[src/rtl/mb128_pkg.sv]
// Shared types and protocol constants for the MB128 joypad-port memory host.
package mb128_pkg;

    typedef enum logic [3:0] {
        IDLE,
        SYNC,
        IDENT,
        REQ,
        ADDR,
        LENBITS,
        LENBYTES,
        DATA,
        TRAIL,
        FAIL
    } state_e;

    localparam logic [7:0] SYNC_BYTE  = 8'hA8;
    localparam int         ADDR_W     = 10;
    localparam int         BITS_W     = 3;
    localparam int         BYTES_W    = 17;
    localparam int         TRAIL_RD   = 3;
    localparam int         TRAIL_WR   = 5;
    localparam int         FAIL_SLOTS = 16;
    // Data slot count is {bytes, bits}, so the counter is the two fields side by side.
    localparam int         SLOT_W     = BYTES_W + BITS_W;

endpackage

[src/rtl/mb128_bit_timer.sv]
// Bit-slot timer: HALF cycles low then HALF cycles high per slot, with
// slot-start, pre-rise and end-of-high-phase sample strobes.
module mb128_bit_timer #(
    parameter int HALF = 8
) (
    input  logic clk_sys,
    input  logic reset_n,
    input  logic en_i,
    input  logic clk_en_i,
    output logic start_o,
    output logic rise_o,
    output logic sample_o,
    output logic mb_clk_o
);
    localparam int             CW   = $clog2(2 * HALF);
    localparam logic [CW-1:0]  MID  = CW'(HALF - 1);
    localparam logic [CW-1:0]  LAST = CW'(2 * HALF - 1);

    logic [CW-1:0] cnt_q;
    logic          ph_q;

    always_ff @(posedge clk_sys or negedge reset_n) begin
        if (!reset_n) begin
            cnt_q <= '0;
            ph_q  <= 1'b0;
        end else if (!en_i) begin
            cnt_q <= '0;
            ph_q  <= 1'b0;
        end else begin
            cnt_q <= (cnt_q == LAST) ? '0 : cnt_q + CW'(1);
            // clk_en_i low holds the line low for whole slots (device re-idle).
            if (cnt_q == MID)
                ph_q <= clk_en_i;
            else if (cnt_q == LAST)
                ph_q <= 1'b0;
        end
    end

    assign start_o  = en_i && (cnt_q == '0);
    assign rise_o   = en_i && clk_en_i && (cnt_q == MID);
    assign sample_o = en_i && (cnt_q == LAST);
    assign mb_clk_o = ph_q;

endmodule

[src/rtl/mb128_host.sv]
// MB128 host: serialises sync/ident/header, moves DATA bits LSB-first through
// the joypad CLR/SEL lines, and closes with a trailer or a FAIL re-idle.
module mb128_host
    import mb128_pkg::*;
#(
    parameter int HALF = 8
) (
    input  logic               clk_sys,
    input  logic               reset_n,
    input  logic               cmd_valid,
    output logic               cmd_ready,
    input  logic               cmd_write,
    input  logic [ADDR_W-1:0]  cmd_addr,
    input  logic [BITS_W-1:0]  cmd_bits,
    input  logic [BYTES_W-1:0] cmd_bytes,
    output logic               wr_req,
    input  logic [7:0]         wr_data,
    output logic               rd_valid,
    output logic [7:0]         rd_data,
    output logic               mb_clk,
    output logic               mb_data,
    input  logic [3:0]         mb_in,
    output logic               busy,
    output logic               done,
    output logic               err
);
    state_e              state_q, state_d;
    logic [SLOT_W-1:0]   cnt_q, len_d, data_len;
    logic                wr_q;
    logic [ADDR_W-1:0]   addr_q;
    logic [BITS_W-1:0]   bits_q;
    logic [BYTES_W-1:0]  bytes_q;
    logic [7:0]          wbuf_q, rsh_q, rd_data_q, rfull_d, rpart_d;
    logic                mb_data_q, wr_req_q, rd_valid_q, done_q, err_q;
    logic                bit_d, slot_last;
    logic [2:0]          idx;
    logic [15:0]         addr_x;
    logic [3:0]          bits_x;
    logic [31:0]         bytes_x;
    logic                t_start, t_rise, t_sample;
    logic                unused_in;

    mb128_bit_timer #(.HALF(HALF)) u_tmr (
        .clk_sys  (clk_sys),
        .reset_n  (reset_n),
        .en_i     (state_q != IDLE),
        .clk_en_i (state_q != FAIL),
        .start_o  (t_start),
        .rise_o   (t_rise),
        .sample_o (t_sample),
        .mb_clk_o (mb_clk)
    );

    assign unused_in = ^{mb_in[3], mb_in[1], t_rise};
    assign data_len  = {bytes_q, bits_q};
    assign idx       = cnt_q[2:0];
    assign addr_x    = {6'd0, addr_q};
    assign bits_x    = {1'b0, bits_q};
    assign bytes_x   = {15'd0, bytes_q};
    assign slot_last = (cnt_q == len_d - SLOT_W'(1));
    assign rfull_d   = {mb_in[0], rsh_q[7:1]};
    // A partial group lands in the top bits of the shifter; right-align it.
    assign rpart_d   = rfull_d >> (4'd8 - bits_x);

    always_comb begin
        len_d   = SLOT_W'(1);
        bit_d   = 1'b0;
        state_d = IDLE;
        unique case (state_q)
            SYNC:     begin len_d = SLOT_W'(8);       bit_d = SYNC_BYTE[idx];        state_d = IDENT;    end
            IDENT:    begin len_d = SLOT_W'(2);       bit_d = cnt_q[0];
                            state_d = mb_in[2] ? REQ : FAIL;                                             end
            REQ:      begin len_d = SLOT_W'(1);       bit_d = ~wr_q;                 state_d = ADDR;     end
            ADDR:     begin len_d = SLOT_W'(ADDR_W);  bit_d = addr_x[cnt_q[3:0]];    state_d = LENBITS;  end
            LENBITS:  begin len_d = SLOT_W'(BITS_W);  bit_d = bits_x[cnt_q[1:0]];    state_d = LENBYTES; end
            LENBYTES: begin len_d = SLOT_W'(BYTES_W); bit_d = bytes_x[cnt_q[4:0]];
                            state_d = (data_len == '0) ? TRAIL : DATA;                                   end
            DATA:     begin len_d = data_len;         bit_d = wr_q & wbuf_q[idx];    state_d = TRAIL;    end
            TRAIL:    len_d = wr_q ? SLOT_W'(TRAIL_WR) : SLOT_W'(TRAIL_RD);
            FAIL:     len_d = SLOT_W'(FAIL_SLOTS);
            default:  ;
        endcase
    end

    always_ff @(posedge clk_sys or negedge reset_n) begin
        if (!reset_n) begin
            state_q    <= IDLE;
            cnt_q      <= '0;
            wr_q       <= 1'b0;
            addr_q     <= '0;
            bits_q     <= '0;
            bytes_q    <= '0;
            wbuf_q     <= '0;
            rsh_q      <= '0;
            rd_data_q  <= '0;
            mb_data_q  <= 1'b0;
            wr_req_q   <= 1'b0;
            rd_valid_q <= 1'b0;
            done_q     <= 1'b0;
            err_q      <= 1'b0;
        end else begin
            wr_req_q   <= 1'b0;
            rd_valid_q <= 1'b0;
            done_q     <= 1'b0;
            err_q      <= 1'b0;
            if (state_q == IDLE) begin
                mb_data_q <= 1'b0;
                cnt_q     <= '0;
                if (cmd_valid) begin
                    if (cmd_write && cmd_bytes == '0 && cmd_bits == '0) begin
                        err_q <= 1'b1;
                    end else begin
                        wr_q    <= cmd_write;
                        addr_q  <= cmd_addr;
                        bits_q  <= cmd_bits;
                        bytes_q <= cmd_bytes;
                        state_q <= SYNC;
                    end
                end
            end else begin
                if (t_start) begin
                    // First slot of each write group: pop the FIFO, drive the bit a cycle later.
                    if (state_q == DATA && wr_q && idx == 3'd0) begin
                        wr_req_q  <= 1'b1;
                        mb_data_q <= 1'b0;
                    end else begin
                        mb_data_q <= bit_d;
                    end
                end
                if (wr_req_q) begin
                    wbuf_q    <= wr_data;
                    mb_data_q <= wr_data[0];
                end
                if (t_sample) begin
                    if (state_q == DATA && !wr_q) begin
                        rsh_q <= rfull_d;
                        if (idx == 3'd7) begin
                            rd_valid_q <= 1'b1;
                            rd_data_q  <= rfull_d;
                        end else if (slot_last) begin
                            rd_valid_q <= 1'b1;
                            rd_data_q  <= rpart_d;
                        end
                    end
                    if (slot_last) begin
                        cnt_q   <= '0;
                        state_q <= state_d;
                        if (state_q == TRAIL) done_q <= 1'b1;
                        if (state_q == FAIL)  err_q  <= 1'b1;
                        if (state_d == FAIL)  mb_data_q <= 1'b0;
                    end else begin
                        cnt_q <= cnt_q + SLOT_W'(1);
                    end
                end
            end
        end
    end

    assign cmd_ready = (state_q == IDLE);
    assign busy      = (state_q != IDLE);
    assign mb_data   = mb_data_q;
    assign wr_req    = wr_req_q;
    assign rd_valid  = rd_valid_q;
    assign rd_data   = rd_data_q;
    assign done      = done_q;
    assign err       = err_q;

endmodule

[config.mk]
export PLATFORM = sky130hd
export DESIGN_NAME = mb128_host
export DESIGN_NICKNAME = d
export VERILOG_FILES = /design/src/rtl/mb128_pkg.sv /design/src/rtl/mb128_bit_timer.sv /design/src/rtl/mb128_host.sv
export SDC_FILE = /design/constraint.sdc
export NUM_CORES = 1
export LEC_CHECK = 0
export CAP_MARGIN = 0
export CORE_MARGIN = 2
export CORE_UTILIZATION = 30
export CTS_CLUSTER_DIAMETER = 120
export CTS_CLUSTER_SIZE = 10
export DETAILED_ROUTE_END_ITERATION = 6
export SLEW_MARGIN = 10
export SYNTH_ARGS = -nofsm -noshare
export SYNTH_HDL_FRONTEND = slang
export SYNTH_SLANG_ARGS = --single-unit
[constraint.sdc]
create_clock -name clk_sys -period 8.5 [get_ports clk_sys]
set_clock_uncertainty 0.15 [all_clocks]
set_input_delay 1.7 -clock clk_sys [delete_from_list [all_inputs] [get_ports clk_sys]]
set_output_delay 1.7 -clock clk_sys [all_outputs]
set_load 0.01 [all_outputs]
==> impl_metrics.py <==
metrics = {
    "outcome": {
        "status": "complete, but fails checks",
        "violations": "DRC",
    },
    "detailed_routing": {
        "drcViolationCount": 3,
        "dr.pass1.iters": 7,
        "first_iter_violations": 666,
        "wl_mm": 19.2,
        "postRouteAntennaNets": 0,
        "viasPerCell": 5.70,
        "wl_per_cell_um": 18.9,
        "vias": 5782,
    },
    "pwr": {
        "p_int_mw": 0.724,
        "combPwrFrac": 0.138,
        "leakage_nw": 2.98,
        "finalPower_mw": 0.982,
        "p_seq_frac": 0.458,
        "powerDensity_nw_per_um2": 130,
        "p_sw_mw": 0.257,
        "peakVddDrop_v": 0.0000825,
        "power.share.clock": 0.405,
        "swShare": 0.262,
    },
    "setup_path": {
        "critical_path_class": "reg2reg",
        "r2r_start": "state_q[2]",
        "cp_slowest_stage_delay_ns": 0.98,
        "cp.required_ns": 8.59,
        "cp_max_fo": 29,
        "worstPathBufferInverterCount": 0,
        "slowest_stage": "and4b_1",
        "crit_family": "simple AND/OR/NAND/NOR gates",
        "crit_chain": "and4b_1 -> a22oi_1 -> and2_0 -> a211oi_1 -> o21ai_0 -> a32oi_4 -> nand4_2 -> a21boi_4 -> mux2_4",
        "setup.worst_path.start": "state_q[2]",
        "end_kind": "flip-flop",
        "arrival_ns": 5.61,
        "crit_path_start_kind": "flip-flop",
    },
    "yosys": {
        "syn-cell-area_um2": 6540,
        "synth_area_leader_cell": "dfrtp_1",
        "netlist_top_cells_area": "dfrtp_1 34%, mux2_2 8.1%, nand2_1 4.1%",
        "syn_avg_cell_area_um2": 9.19,
        "synth.yosys.seq_area_share": 0.337,
        "ys.flop_type": "dfrtp_1",
        "synth_cell_types": 90,
        "async_flop_share": 1.00,
        "ys_warn_count": 0,
        "synth_top_area_share": 0.337,
        "synth_edf_count": 0,
        "synth_nets": 765,
        "ys_seq_elements": 88,
        "netlist_instances": 712,
    },
    "global_route": {
        "grt_usage": 0.170,
        "grt_overflow_total": 0,
        "grt_max_degree": 58,
        "antenna_found_initial": 0,
        "grt_pass1_vias": 5424,
        "grt_pass1_wl_mm": 30.4,
    },
    "place": {
        "port_buffers": 59,
        "dp_hpwl_mm": 13.9,
        "place.gp.congestion": 0.917,
    },
    "timing": {
        "fin_hold_ws_ns": 0.328,
        "period_needed_ns": 5.52,
        "clock.fmax_mhz": 181,
        "worst_pin_slew_ns": 0.990,
        "fin_tns_setup_ns": 0,
        "hold_viol": 0,
        "finalSetupViolations": 0,
        "maxSlewViolCount": 0,
        "period_share": 0.650,
        "rsz0062_at_grt": "no",
        "slew_headroom": 0.340,
    },
    "clocking": {
        "cts_hold_buf": 0,
        "post-cts-setup-buffers": 0,
        "cts_tree": "done",
        "cts-root-buf": "clkbuf_16",
        "cts_buffers": 9,
        "htree_num_levels": 3,
        "path_clk_slew_ns": 0.06,
        "clockBufferDepth": 2,
        "clk-insertion-delay-late_ns": 0.35,
        "cts_resized": 0,
        "cts.sinks": 88,
    },
    "final_layout": {
        "syn_to_final_growth_pct": 15.3,
        "n_fill_cell": 2258,
        "ff_latch_area_um2": 2200,
        "diodes": 0,
        "multi_input_area_um2": 3980,
        "layout-drive-gt1-share": 0.154,
        "fin_nets": 784,
    },
    "die": {
        "start_util": 0.303,
        "die_w_um": 152,
        "ios": 62,
        "dieArea_um2": 23000,
        "rows": 54,
        "core_um2": 21600,
        "fp.dieH_um": 152,
    },
    "min_path": {
        "min_path_type": "reg2reg",
        "hp-start": "wbuf_q[0]",
    },
    "job": {
        "cap_violations": 0,
    },
}
-- metrics by stage --
stage / instances / setup WS [ns] / util / cell area [um^2]
after CTS: 1015 / 3.11 / 0.349 / 7540
after global routing: 1015 / 2.70 / 0.349 / 7540
final: 1015 / 2.98 / 0.349 / 7540
after floorplan: 712 / 4.95 / - / 6540
after detailed placement: 1000 / 3.13 / 0.336 / 7260
after global placement: 1000 / 3.19 / 0.336 / 7260
-- flip-flops by register name, indices dropped and copies added (netlist names) --
| name | count |
|---|---|
| cnt_q | 20 |
| rd_data | 8 |
| wbuf_q | 8 |
| err | 1 |
| u_tmr.cnt_q | 4 |
| mb_data | 1 |
| addr_q | 10 |
| wr_req | 1 |
| rd_valid | 1 |
| state_q | 4 |
| bits_q | 3 |
| done | 1 |
| u_tmr.mb_clk_o | 1 |
| bytes_q | 17 |
| wr_q | 1 |
| rsh_q | 7 |
-- power groups by stage --
stage	clock [mW]	sequential, mW	combinational, mW
after floorplan	0	0.442	0.0931
after CTS	0.409	0.449	0.135
after global placement	0	0.457	0.134
final	0.397	0.449	0.135
after detailed placement	0	0.456	0.134
after global routing	0.424	0.451	0.147
-- cells by family after synthesis --
family / Yosys count / synth area share
AND/OR/NAND/NOR: 285 / 0.239
AO/OA/AOI/OAI: 150 / 0.172
flip-flops: 88 / 0.337
multiplexers: 84 / 0.162
buffers and inverters: 81 / 0.0551
XOR/XNOR: 17 / 0.0228
adder cells (fa/ha/maj): 7 / 0.0134
-- worst register-to-register path, cell delays in order, from the launching register on --
cell and delay, ns:
dfrtp_1 0.84, and4b_1 0.99, a22oi_1 0.44, and2_0 0.41
a211oi_1 0.28, o21ai_0 0.24, a32oi_4 0.41, nand4_2 0.74
a21boi_4 0.58, mux2_4 0.34
-- area by class of cell --
type                       instances  area share
clock buffer                      11      0.0322
inverter                          24      0.0119
clock inverter                     4     0.00597
tap                              280      0.0464
timing repair buffer              65      0.0839
multi-input combinational        543       0.528
sequential                        88       0.292
-- Yosys cell counts, drive strengths merged (6+ instances only) --
cell type and instances:
ha 7, buf 20, nand3 40, clkbuf 37, xor2 9, or4 6, nand2 71, nand2b 14
nor2 46, a31oi 16, inv 24, nor4 15, nor2b 8, o21ai 31, xnor2 8, o211ai 6
a211oi 9, and3 15, nor3b 6, mux2 51, a21oi 15, nor3 23, dfrtp 88, o22ai 12
mux2i 22, nand4 13, mux4 11, or3 7
-- cell usage in the layout, fill, tap and decap left out, types with 14 or more instances in the layout --
| master | instances |
|---|---|
| dfrtp_1 | 88 |
| mux2_2 | 47 |
| mux2i_1 | 22 |
| a31oi_1 | 16 |
| clkdlybuf4s50_1 | 58 |
| nor3_1 | 23 |
| nand3_1 | 39 |
| nand2_1 | 71 |
| nor2_1 | 45 |
| o21ai_0 | 30 |
| inv_1 | 24 |
| a21oi_1 | 14 |
| nand2b_1 | 14 |
| and3_1 | 15 |
-- worst paths after layout --
check | endpoint | slack, ns | cells after the start
setup reg to reg | rd_data[1] | 2.98 | 9
hold / removal | wbuf_q[0] | 0.33 | 2
setup / recovery | rd_data[1] | 2.98 | 9
min in group asynchronous | u_tmr.cnt_q[2] | 1.14 | 1
hold reg to reg | wbuf_q[0] | 0.33 | 2
max in group asynchronous | bytes_q[14] | 5.97 | 2
-- metal layers --
metal / vias to the layer above / GRT usage / wire length (um)
met5: - / 0 / 0
met4: 0 / 0.0875 / 693
met3: 40 / 0.0272 / 1060
met2: 197 / 0.260 / 8900
met1: 2827 / 0.232 / 8530
li1: 2718 / - / -
No activity file was read; power rests on OpenSTA's default activity.
